## config.mk

```make
export PLATFORM = sky130hd
export DESIGN_NAME = sha256_sched_writer
export DESIGN_NICKNAME = d
export VERILOG_FILES = /design/src/rtl/sha256_pkg.sv /design/src/rtl/sha256_small_sigma.sv /design/src/rtl/sha256_sched_writer.sv
export SDC_FILE = /design/constraint.sdc
export NUM_CORES = 1
export LEC_CHECK = 0
export BUFFER_PORTS_ARGS = -buffer_cell sky130_fd_sc_hd__buf_4
export CAP_MARGIN = 20
export CELL_PAD_IN_SITES_DETAIL_PLACEMENT = 0
export CELL_PAD_IN_SITES_GLOBAL_PLACEMENT = 1
export CORE_MARGIN = 4
export CORE_UTILIZATION = 35
export DETAILED_ROUTE_END_ITERATION = 10
export GPL_ROUTABILITY_DRIVEN = 1
export PLACE_DENSITY = 0.68
export SLEW_MARGIN = 20
export SYNTH_ARGS = -nofsm -noshare
export SYNTH_HDL_FRONTEND = slang
export SYNTH_SLANG_ARGS = --single-unit
```

## constraint.sdc

```tcl
create_clock -name clock -period 6.48 [get_ports clock]
set_clock_uncertainty 0.15 [all_clocks]
set_input_delay 1.296 -clock clock [delete_from_list [all_inputs] [get_ports clock]]
set_output_delay 1.296 -clock clock [all_outputs]
set_load 0.01 [all_outputs]
```

## src/rtl/sha256_pkg.sv

```systemverilog
// Shared widths, sequencer states and the SHA-256 small-sigma functions
// used by the message-schedule writer.
package sha256_pkg;

   localparam int WORD_W     = 32;
   localparam int ADDR_W     = 6;
   localparam int NUM_WORDS  = 64;
   localparam int LOAD_WORDS = 16;

   typedef enum logic [2:0] {
      IDLE = 3'd0,
      LOAD = 3'd1,
      RD16 = 3'd2,
      RD15 = 3'd3,
      RD7  = 3'd4,
      RD2  = 3'd5,
      DONE = 3'd6
   } state_t;

   function automatic logic [WORD_W-1:0] sig0(input logic [WORD_W-1:0] x);
      return {x[6:0], x[31:7]} ^ {x[17:0], x[31:18]} ^ (x >> 3);
   endfunction

   function automatic logic [WORD_W-1:0] sig1(input logic [WORD_W-1:0] x);
      return {x[16:0], x[31:17]} ^ {x[18:0], x[31:19]} ^ (x >> 10);
   endfunction

endpackage

```

## src/rtl/sha256_small_sigma.sv

```systemverilog
// Combinational SHA-256 small sigma; SEL=0 gives s0, SEL=1 gives s1.
module sha256_small_sigma
   import sha256_pkg::*;
#(
   parameter bit SEL = 1'b0
) (
   input  logic [WORD_W-1:0] i_x,
   output logic [WORD_W-1:0] o_y
);

   assign o_y = SEL ? sig1(i_x) : sig0(i_x);

endmodule

```

## src/rtl/sha256_sched_writer.sv

```systemverilog
// Loads W[0..15] from a valid/ready stream into the schedule regfile, then
// expands W[16..63] in place, one read and at most one write per cycle.
module sha256_sched_writer
   import sha256_pkg::*;
(
   input  logic              clock,
   input  logic              reset,
   input  logic              i_start,
   input  logic              i_in_valid,
   output logic              o_in_ready,
   input  logic [WORD_W-1:0] i_in_data,
   output logic              o_rf_we,
   output logic [ADDR_W-1:0] o_rf_waddr,
   output logic [WORD_W-1:0] o_rf_wdata,
   output logic [ADDR_W-1:0] o_rf_raddr,
   input  logic [WORD_W-1:0] i_rf_rdata,
   output logic              o_busy,
   output logic              o_done,
   output logic [2:0]        o_dbg_state
);

   // Input stream: a word transfers on any cycle where i_in_valid && o_in_ready;
   // o_in_ready is high for every LOAD cycle and never depends on i_in_valid.

   localparam logic [ADDR_W-1:0] LOAD_LAST = ADDR_W'(LOAD_WORDS - 1);
   localparam logic [ADDR_W-1:0] T_LAST    = ADDR_W'(NUM_WORDS - 1);

   state_t              r_state;
   state_t              w_state_next;
   logic [ADDR_W-1:0]   r_t;
   logic [ADDR_W-1:0]   w_t_next;
   logic [WORD_W-1:0]   r_acc;
   logic [WORD_W-1:0]   w_acc_next;
   logic [WORD_W-1:0]   w_s0;
   logic [WORD_W-1:0]   w_s1;

   sha256_small_sigma #(.SEL(1'b0)) u_sigma0 (.i_x(i_rf_rdata), .o_y(w_s0));
   sha256_small_sigma #(.SEL(1'b1)) u_sigma1 (.i_x(i_rf_rdata), .o_y(w_s1));

   always_ff @(posedge clock or posedge reset) begin
      if (reset) begin
         r_state <= IDLE;
         r_t     <= '0;
         r_acc   <= '0;
      end else begin
         r_state <= w_state_next;
         r_t     <= w_t_next;
         r_acc   <= w_acc_next;
      end
   end

   always_comb begin
      w_state_next = r_state;
      w_t_next     = r_t;
      w_acc_next   = r_acc;
      o_in_ready   = 1'b0;
      o_rf_we      = 1'b0;
      o_rf_waddr   = '0;
      o_rf_wdata   = '0;
      o_rf_raddr   = '0;
      o_busy       = 1'b0;
      o_done       = 1'b0;
      case (r_state)
         IDLE: begin
            if (i_start) begin
               w_state_next = LOAD;
               w_t_next     = '0;
            end
         end
         LOAD: begin
            o_busy     = 1'b1;
            o_in_ready = 1'b1;
            if (i_in_valid) begin
               o_rf_we    = 1'b1;
               o_rf_waddr = r_t;
               o_rf_wdata = i_in_data;
               w_t_next   = r_t + 1'b1;
               if (r_t == LOAD_LAST) w_state_next = RD16;
            end
         end
         // W[t] = s1(W[t-2]) + W[t-7] + s0(W[t-15]) + W[t-16], one operand per cycle.
         RD16: begin
            o_busy       = 1'b1;
            o_rf_raddr   = r_t - ADDR_W'(16);
            w_acc_next   = i_rf_rdata;
            w_state_next = RD15;
         end
         RD15: begin
            o_busy       = 1'b1;
            o_rf_raddr   = r_t - ADDR_W'(15);
            w_acc_next   = r_acc + w_s0;
            w_state_next = RD7;
         end
         RD7: begin
            o_busy       = 1'b1;
            o_rf_raddr   = r_t - ADDR_W'(7);
            w_acc_next   = r_acc + i_rf_rdata;
            w_state_next = RD2;
         end
         RD2: begin
            o_busy     = 1'b1;
            o_rf_raddr = r_t - ADDR_W'(2);
            o_rf_we    = 1'b1;
            o_rf_waddr = r_t;
            o_rf_wdata = r_acc + w_s1;
            if (r_t == T_LAST) begin
               w_state_next = DONE;
            end else begin
               w_t_next     = r_t + 1'b1;
               w_state_next = RD16;
            end
         end
         DONE: begin
            o_done       = 1'b1;
            w_state_next = IDLE;
         end
         default: w_state_next = IDLE;
      endcase
   end

   assign o_dbg_state = r_state;

endmodule

```

==> results of run 1 <==
[cells in the final DEF, fill, tap and decap left out, drive strengths merged, types with 9 or more instances in the layout]
cell      n
ha       76
nand3    14
xnor2   110
nand2   122
a21o     30
nor2b    11
mux2i     9
xor2     63
a211oi   12
nor3     19
dfrtp    41
a31oi    15
buf     124
o21bai    9
inv      22
nor2     59
a22oi    20
a21oi    81
o21ai   131
[cell type report]
class                           count  share of cell area
Multi-Input combinational cell    868               0.699
Clock inverter                      2             0.00414
Timing Repair Buffer              124               0.110
Clock buffer                        5              0.0148
Tap cell                          270              0.0399
Sequential cell                    41               0.121
Inverter                           24              0.0106
[cell families after synthesis]
kind of cell,Yosys count
AO/OA/AOI/OAI,348
AND/OR/NAND/NOR,259
XOR/XNOR,173
buffers and inverters,96
adder cells (fa/ha/maj),78
flip-flops,41
multiplexers,10
[through the flow]
stage | area (µm²) | worst slack (ns) | instances | power (W) | hold WS, ns
after global placement | 8300 | 0.648 | 1327 | 0.00316 | 0.376
after floorplan | 7300 | 0.872 | 1005 | 0.00246 | 0.331
after CTS | 8460 | 0.613 | 1334 | 0.00347 | 0.385
final | 8460 | 0.642 | 1334 | 0.00348 | 0.396
after detailed placement | 8300 | 0.615 | 1327 | 0.00315 | 0.366
after global routing | 8460 | 0.351 | 1334 | 0.00381 | 0.429
[registers in the layout, summed over array words and instances, names as in the netlist]
| register | flops |
|---|---|
| o_dbg_state | 3 |
| r_acc | 32 |
| r_t | 6 |
[worst max-delay path: cells and delay by family]
| family | cells | cell delay (ns) |
|---|---|---|
| compound gates | 6 | 1.45 |
| xor+xnor | 3 | 0.45 |
| fa+ha+maj | 2 | 0.64 |
| buf+inv | 2 | 0.34 |
| simple gates | 2 | 0.20 |
[synthesized netlist by cell type, types with 14 or more instances]
cell	count
sky130_fd_sc_hd__nand3_1	14
sky130_fd_sc_hd__nand2_1	122
sky130_fd_sc_hd__ha_1	76
sky130_fd_sc_hd__nor2_1	59
sky130_fd_sc_hd__a22oi_1	20
sky130_fd_sc_hd__nor3_1	19
sky130_fd_sc_hd__a31oi_1	14
sky130_fd_sc_hd__inv_1	22
sky130_fd_sc_hd__o21ai_1	32
sky130_fd_sc_hd__a21oi_1	79
sky130_fd_sc_hd__o21ai_0	96
sky130_fd_sc_hd__a21o_1	30
sky130_fd_sc_hd__xor2_1	63
sky130_fd_sc_hd__dfrtp_1	41
sky130_fd_sc_hd__clkbuf_1	64
sky130_fd_sc_hd__xnor2_1	110
[metal layers]
| metal | share of wire | track usage | up-vias |
|---|---|---|---|
| met4 | 0.016 | 0.0471 | 0 |
| met2 | 0.44 | 0.346 | 218 |
| met1 | 0.49 | 0.318 | 3367 |
| met5 | 0 | 0 | - |
| met3 | 0.054 | 0.0312 | 21 |
| li1 | - | - | 3668 |
[where the power goes]
part | switching, W | internal [W]
registers | 0.000181 | 0.000365
clock network | 0.000120 | 0.000179
logic | 0.00151 | 0.00112
[worst paths after layout]
kind	start	to	slack (ns)	depth (start not counted)
max reg2reg	o_dbg_state[1]$_DFFE_PP0P_	r_acc[29]$_DFFE_PP0P_	1.66	15
min in group asynchronous	reset	r_acc[2]$_DFFE_PP0P_	1.01	3
min reg2reg	r_acc[0]$_DFFE_PP0P_	r_acc[0]$_DFFE_PP0P_	0.40	2
max in group asynchronous	reset	r_acc[24]$_DFFE_PP0P_	4.75	3
min	r_acc[0]$_DFFE_PP0P_	r_acc[0]$_DFFE_PP0P_	0.40	2
max	i_rf_rdata[19]	o_rf_wdata[28]	0.64	15
==> results.md, run 1 <==
* Distinct cell type count after synthesis at between 60 and 70
* PortBufs at approximately 120
* Maximum achievable frequency at around 170 MHz
* Ordered cell list for the critical path: buf_4 > xnor2_1 > xnor2_1 > ha_1 > fa_1 > nand3_1 > nand2_1 > a21oi_2 > o211ai_1 > a221o_1 > a221o_1 > a21oi_1 > xor2_1 > o21ai_1 > buf_4
* Unrepaired setup endpoints after global routing: no
* Type of the setup path with the least slack: input port to output pin
* Half-perimeter wire length after placement at approximately 21000 µm
* Via count of the first global-routing pass at between 6000 and 7000
* Clock tree from TritonCTS: yes
* Synthesized-area fraction occupied by ao, oa, aoi and oai cells at 0.297
* Total setup violations reported at the end of the flow at 0
* Starting DRT DRC Count at a little over 400
* Mean number of vias per cell at 5.45
* Number of nets in the final layout at approximately 1200
* Total area of multi-input combinational cells at around 6000 µm²
* Finished Core Util at 0.416
* Simple-gate share of the synthesized area at 0.155
* Clock sinks at 41
* Synthesized area per cell at approximately 7.3 µm²
* HP Class: register to register
* I/O pin count at roughly 120
* Delay of the slowest cell on the worst path at between 0.4 and 0.5 ns
* Post-CTS setup buffer count at 0
* Worst endpoint required time at 5.03 ns
* Area of the die at approximately 23000 µm²
* Horizontal die dimension at ~150 µm
* Cell types with the largest area share after synthesis: sky130_fd_sc_hd__dfrtp_1, sky130_fd_sc_hd__xnor2_1, sky130_fd_sc_hd__ha_1
* Area share of xor/xnor cells in the synthesized design at 0.208
* Count of flip-flops with a built-in enable after synthesis at 0
* CP Capture Type: output pin
* Outcome: finished clean
* GRT Total Usage at 0.219
* Remaining global-route overflow at 0
* Synthesized area at 7300 µm²
* Share of cell area taken by muxes after synthesis at 0.0139
* Final hold violations at 0
* Arr. time, crit path at around 4.4 ns
* Number of buffers created by CTS at 5
* P&R area growth vs syn at 16.0%
* Max cap viols at 0
* Antenna cells at 0
* Largest area contributor in the netlist: sky130_fd_sc_hd__dfrtp_1
* Initial antenna violation count at 0
* Final critical-path share of the clock period at 0.901
* Global-route wire length before repair at between 40000 and 50000 µm
* Worst voltage drop across the vdd grid at between 0.15 and 0.2 mV
* Pin slew with the least headroom to its limit at around 0.93 ns
* RePlAce Congestion at 0.879
* Total iterations of the first detailed-routing run at 5
* Sequential cell area at slightly above 1000 µm²
* Max Transition Viols Final at 0
* Routed vias at 7274
* Standby leakage power at 3.68 nW
* Htree depth at 2
* Clock latency reported for the late side of the worst-skew pair at 0.30 ns
* Critical path launch point type: input port
* Clock transition at the registers of the reported paths at ~0.07 ns
* Slowest stage cell on the critical path: sky130_fd_sc_hd__a221o_1
* Count of standard-cell rows at 52
* Count of warnings emitted by yosys at 0
* Vert. Die Dim at about 150 µm
* Fill cell count at approximately 2100
* Total DRC errors in the routed layout at 0
* Fraction of final layout cells sized beyond drive strength 1 at 0.141
* Placeable core region at between 20000 and 25000 µm²
* Number of instances in the synthesized netlist at 1005
* Post-synth ARST share at 1.00
* Rel. slew slack at 0.378
* Max Fanout on Critical Path at 8
* Largest buffer count on any clock path at 2
* Largest family of logic cells by synthesized area: compound AO/OA/AOI/OAI gates
* Adder-Cell Fraction of Synth Area at 0.136
* Fraction of synthesized cell area taken by the top area cell type at 0.141
* Number of synthesized register bits at 41
* Sequential fraction of the synthesis area at 0.141
* Final setup TNS at 0 ns
* Pwr per Cell Area at between 400 and 500 nW/µm²
* Total wire length after detailed routing at about 26000 µm
* Maximum number of pins on one net before global-route repair at 42
* Hold bufs inserted after CTS at 0
* Post_cts resized at 0
* Most used flip-flop cell after synthesis: sky130_fd_sc_hd__dfrtp_1
* Root Driver: sky130_fd_sc_hd__clkbuf_16
* Post-route antenna net violation count at 0
* Post-Syn Nets at 1151
* Initial standard-cell utilization of the core at 0.358
* WL/cell at 19.5 µm
* Final Critical Period at around 5.8 ns
(Power assumes the default switching activity.)
==> inputs of run 2 (changes only) <==
Settings changed: GPL_TIMING_DRIVEN set to 0.
==> results.md, run 2 (synthesis results as in run 1) <==
* Ordered cell list for the critical path: clkbuf_1 > xnor2_1 > ha_1 > fa_1 > nand3_1 > nand2_1 > a21oi_2 > o211ai_1 > a221o_1 > a221o_1 > a21oi_1 > xor2_1 > o21ai_1 > buf_4
* Maximum achievable frequency at roughly 160 MHz
* Rel. slew slack at 0.214
* Post-CTS setup buffer count at 0
* I/O pin count at about 120
* Placeable core region at between 20000 and 25000 µm²
* Via count of the first global-routing pass at just over 7000
* Final setup TNS at 0 ns
* Max cap viols at 0
* Vert. Die Dim at between 150 and 200 µm
* Pin slew with the least headroom to its limit at 1.17 ns
* Total iterations of the first detailed-routing run at 5
* Cell family with the largest share of critical-path delay: compound AO/OA/AOI/OAI gates
* Buffers and inverters on the worst path at 2
* Horizontal die dimension at 152 µm
* Total wire length after detailed routing at 27700 µm
* Maximum number of pins on one net before global-route repair at 28
* Area of the die at about 23000 µm²
* RePlAce Congestion at 0.886
* PortBufs at between 80 and 90
* Tot Pwr at approximately 0.0035 W
* Final critical-path share of the clock period at 0.971
* Number of flip-flops under the largest register name at 32
* Most frequent cells in the layout: sky130_fd_sc_hd__nand2_1, sky130_fd_sc_hd__xnor2_1, sky130_fd_sc_hd__o21ai_0
* Mean number of vias per cell at 5.50
* Clock transition at the registers of the reported paths at ~0.07 ns
* Critical path launch point type: input port
* Most frequent standard cell in the layout excluding fill and tap cells: sky130_fd_sc_hd__nand2_1
* Starting DRT DRC Count at 445
* Max Transition Viols Final at 0
* Slowest stage cell on the critical path: sky130_fd_sc_hd__clkbuf_1
* Critical path depth in cells at 14
* Worst voltage drop across the vdd grid at 0.215 mV
* Largest buffer count on any clock path at 2
* GRT Total Usage at 0.230
* P&R area growth vs syn at 15.8%
* Clock sinks at ~40
* Worst hold path depth at 2
* R2R setup slack at 1.07 ns
* Worst endpoint required time at ~5 ns
* Placement-stage worst setup slack at around 0.17 ns
* Remaining global-route overflow at 0
* WL/cell at about 20 µm
* Register containing the most flip-flops in the final layout: r_acc
* Root Driver: sky130_fd_sc_hd__clkbuf_16
* Type of the setup path with the least slack: input port to output pin
* CP Capture Type: output pin
* Outcome: finished clean
* Final hold violations at 0
* Global-route wire length before repair at 42900 µm
* Half-perimeter wire length after placement at 22400 µm
* Post-route antenna net violation count at 0
* Total area of multi-input combinational cells at between 5000 and 6000 µm²
* Initial standard-cell utilization of the core at 0.358
* Reg2Reg Depth at 19
* Post-route worst setup slack at ~0.19 ns
* Count of standard-cell rows at between 50 and 60
* Number of nets in the final layout at about 1200
* Number of buffers created by CTS at 5
* Htree depth at 2
* Max Fanout on Critical Path at 8
* Hold bufs inserted after CTS at 0
* Library cell appearing most often on the critical path: sky130_fd_sc_hd__a221o_1
* Total DRC errors in the routed layout at 0
* Routed vias at between 7000 and 8000
* Arr. time, crit path at roughly 4.8 ns
* HP Class: register to register
* Clock latency reported for the late side of the worst-skew pair at about 0.30 ns
* Unrepaired setup endpoints after global routing: yes
* Final Critical Period at approximately 6.3 ns
* Standby leakage power at around 3.6 nW
* Fraction of final layout cells sized beyond drive strength 1 at 0.106
* Pwr per Cell Area at around 410 nW/µm²
* Sequential cell area at between 1000 and 1500 µm²
* Initial antenna violation count at 1
* Total setup violations reported at the end of the flow at 0
* Fill cell count at between 2000 and 2500
* Delay of the slowest cell on the worst path at between 0.6 and 0.7 ns
* Clock tree from TritonCTS: yes
[run 2: changes by cell type in the layout (fill, tap and decap cells not counted), sizes merged]
cell      before  now
bufinv         1    0
buf          124   95
clkinvlp       0    2
clkbuf         5   70
diode          0    1
inv           22   23
clkinv         3    1
[run 2: timing repair]
item                                   in CTS  in global routing
endpoints found under the hold margin       0                  0
setup endpoints to repair                   0                  4
gates resized for setup                     0                  8
[run 2: power by group]
group / internal (W) / switching (W)
registers: 0.000365 / 0.000169
logic: 0.00111 / 0.00154
clock network: 0.000143 / 0.000121
total: 0.00162 / 0.00183
[run 2: per-stage QoR]
stage | cell area [µm²] | utilization | hold WS (ns) | instances
6_report | 8450 | 0.415 | 0.386 | 1371
5_1_grt | 8450 | 0.415 | 0.425 | 1371
4_1_cts | 8440 | 0.415 | 0.384 | 1370
3_5_place_dp | 8300 | 0.408 | 0.365 | 1362
3_3_place_gp | 8280 | 0.407 | 0.367 | 1361
2_1_floorplan | 7300 | - | 0.331 | 1005
[run 2: path summary, 6_finish.rpt]
| check | start | to |
|---|---|---|
| max | i_rf_rdata[10] | o_rf_wdata[28] |
| min | r_acc[0]$_DFFE_PP0P_ | r_acc[0]$_DFFE_PP0P_ |
| max reg2reg | o_dbg_state[2]$_DFFE_PP0P_ | r_acc[28]$_DFFE_PP0P_ |
| min reg2reg | r_acc[0]$_DFFE_PP0P_ | r_acc[0]$_DFFE_PP0P_ |
| max in group asynchronous | reset | r_acc[30]$_DFFE_PP0P_ |
| min in group asynchronous | reset | r_acc[3]$_DFFE_PP0P_ |
[run 2: worst reg2reg max path, stage by stage, from the launching register on]
cell	delay, ns
sky130_fd_sc_hd__dfrtp_1	0.42
sky130_fd_sc_hd__clkbuf_1	0.38
sky130_fd_sc_hd__nand2_1	0.27
sky130_fd_sc_hd__nor2_1	0.46
sky130_fd_sc_hd__buf_2	0.36
sky130_fd_sc_hd__buf_1	0.44
sky130_fd_sc_hd__nand2_1	0.10
sky130_fd_sc_hd__o21ai_0	0.14
sky130_fd_sc_hd__ha_1	0.25
sky130_fd_sc_hd__inv_1	0.06
sky130_fd_sc_hd__fa_1	0.42
sky130_fd_sc_hd__nor2b_1	0.17
sky130_fd_sc_hd__o211ai_1	0.13
sky130_fd_sc_hd__a31o_1	0.26
sky130_fd_sc_hd__a21o_1	0.20
sky130_fd_sc_hd__a21oi_2	0.26
sky130_fd_sc_hd__a21oi_1	0.17
sky130_fd_sc_hd__o31ai_1	0.33
sky130_fd_sc_hd__mux2i_1	0.23
sky130_fd_sc_hd__o21ai_1	0.08
[run 2: metal layers]
metal  vias up  track usage  share of wire
li1       3729            -              -
met1      3506        0.334           0.47
met2       268        0.357           0.44
met3        34       0.0332          0.067
met4         0       0.0621          0.026
met5         -            0              0
[run 2: final cells by class]
class	count	area share
diodes	1	0.000296
plain buffers	72	0.0333
clock buffers	6	0.0152
clock inverters	2	0.00178
inverters	24	0.0107
multi-input cells	868	0.699
flip-flops and latches	41	0.121
well taps	270	0.0400
repair buffers	87	0.0788
==> inputs of run 3 (changes only) <==
Settings changed: CTS_CLUSTER_DIAMETER set to 100, GPL_TIMING_DRIVEN 0 to not set.
Clock period 6.48 ns to 7 ns, I/O delays scaled along.
==> results.md, run 3 (synthesis results as in run 1) <==
* Max Fanout on Critical Path at 8
* Starting DRT DRC Count at 458
* Maximum number of pins on one net before global-route repair at 53
* Total setup violations reported at the end of the flow at 0
* Final setup TNS at 0 ns
* GRT Total Usage at 0.218
* Most frequent cells in the layout: sky130_fd_sc_hd__buf_4, sky130_fd_sc_hd__nand2_1, sky130_fd_sc_hd__xnor2_1
* Most frequent standard cell in the layout excluding fill and tap cells: sky130_fd_sc_hd__buf_4
* I/O pin count at 119
* Post-route design area at around 8500 µm²
* Worst endpoint required time at 5.45 ns
* Final hold violations at 0
* Final Critical Period at 6.00 ns
* Unrepaired setup endpoints after global routing: no
* CP Capture Type: output pin
* Mean number of vias per cell at between 5 and 6
* Antenna cells at 0
* Number of nets in the final layout at ~1200
* Via count of the first global-routing pass at 7013
* Global-route wire length before repair at slightly above 40000 µm
* Post_cts resized at 0
* Remaining global-route overflow at 0
* RePlAce Congestion at 0.879
* Routed vias at ~7300
* Horizontal die dimension at roughly 150 µm
* HP Class: register to register
* Number of buffers created by CTS at 5
* Maximum achievable frequency at approximately 170 MHz
* Largest buffer count on any clock path at 2
* Fraction of final layout cells sized beyond drive strength 1 at 0.142
* Area of the die at 23200 µm²
* Max cap viols at 0
* Half-perimeter wire length after placement at slightly above 20000 µm
* Pwr per Cell Area at about 380 nW/µm²
* WL/cell at 19.4 µm
* Initial antenna violation count at 0
* Pin slew with the least headroom to its limit at roughly 0.68 ns
* Root Driver: sky130_fd_sc_hd__clkbuf_16
* Arr. time, crit path at roughly 4.5 ns
* Initial standard-cell utilization of the core at 0.358
* Post-route antenna net violation count at 0
* Total wire length after detailed routing at ~26000 µm
* Post-Place Cell Area at around 8300 µm²
* Vert. Die Dim at 152 µm
* Worst voltage drop across the vdd grid at 0.134 mV
* PortBufs at approximately 120
* Rel. slew slack at 0.540
* Total iterations of the first detailed-routing run at 5
* Outcome: finished clean
* Critical path launch point type: input port
* Type of the setup path with the least slack: input port to output pin
* Htree depth at 2
* Fill cell count at 2155
* Finished Core Util at 0.416
* Register containing the most flip-flops in the final layout: r_acc
* Placeable core region at 20400 µm²
* Clock sinks at between 40 and 50
* Total DRC errors in the routed layout at 0
* Max Transition Viols Final at 0
* Clock tree from TritonCTS: yes
* Clock transition at the registers of the reported paths at ~0.070 ns
* Clock latency reported for the late side of the worst-skew pair at around 0.31 ns
* Number of flip-flops under the largest register name at 32
* P&R area growth vs syn at 16.0%
* Standby leakage power at 3.68 nW
* Count of standard-cell rows at 52
* Hold bufs inserted after CTS at 0
* Post-CTS setup buffer count at 0
* Final critical-path share of the clock period at 0.857
-- run 3: critical path: stages --
cell	delay, ns
sky130_fd_sc_hd__buf_4	0.16
sky130_fd_sc_hd__xnor2_1	0.14
sky130_fd_sc_hd__xnor2_1	0.13
sky130_fd_sc_hd__ha_1	0.22
sky130_fd_sc_hd__fa_1	0.42
sky130_fd_sc_hd__nand3_1	0.10
sky130_fd_sc_hd__nand2_1	0.11
sky130_fd_sc_hd__a21oi_2	0.22
sky130_fd_sc_hd__o211ai_1	0.20
sky130_fd_sc_hd__a221o_1	0.43
sky130_fd_sc_hd__a221o_1	0.34
sky130_fd_sc_hd__a21oi_1	0.18
sky130_fd_sc_hd__xor2_1	0.17
sky130_fd_sc_hd__o21ai_1	0.08
sky130_fd_sc_hd__buf_4	0.14
-- run 3: metal layers --
metal,part of all wire,global-route usage
met3,0.040,0.0230
met1,0.50,0.318
met2,0.44,0.351
met5,0,0
met4,0.013,0.0432
-- run 3: worst paths after layout --
check | startpoint | endpoint | slack (ns) | cells after the start
max in group asynchronous | reset | r_acc[26]$_DFFE_PP0P_ | 5.19 | 3
worst min-delay path | r_acc[0]$_DFFE_PP0P_ | r_acc[0]$_DFFE_PP0P_ | 0.39 | 2
worst min register to register | r_acc[0]$_DFFE_PP0P_ | r_acc[0]$_DFFE_PP0P_ | 0.39 | 2
min in group asynchronous | reset | r_acc[2]$_DFFE_PP0P_ | 1.10 | 3
worst max register to register | o_dbg_state[1]$_DFFE_PP0P_ | r_acc[27]$_DFFE_PP0P_ | 2.29 | 15
worst max-delay path | i_rf_rdata[17] | o_rf_wdata[28] | 1.0 | 15
-- run 3: stage by stage --
stage,cells,hold slack [ns],worst slack (ns),power [W]
6_report,1336,0.392,1.00,0.00319
5_1_grt,1336,0.417,0.796,0.00350
2_1_floorplan,1005,0.331,1.18,0.00228
4_1_cts,1335,0.390,0.936,0.00318
3_3_place_gp,1327,0.383,0.965,0.00293
3_5_place_dp,1327,0.369,0.932,0.00291
-- run 3: cell type report --
class / count / area (µm²) / area share
Multi-Input combinational cell: 868 / 5920 / 0.699
Sequential cell: 41 / 1030 / 0.121
Timing Repair Buffer: 125 / 946 / 0.112
Tap cell: 270 / 338 / 0.0399
Clock buffer: 6 / 129 / 0.0152
Inverter: 24 / 90.1 / 0.0106
Clock inverter: 2 / 15.0 / 0.00177
-- run 3: where the power goes --
group	total, W	leakage [nW]	switching [W]	internal [W]
registers	0.000505	0.485	0.000167	0.000338
logic	0.00243	3.13	0.00140	0.00104
clock network	0.000249	0.0631	0.000116	0.000133
total	0.00319	3.68	0.00168	0.00151
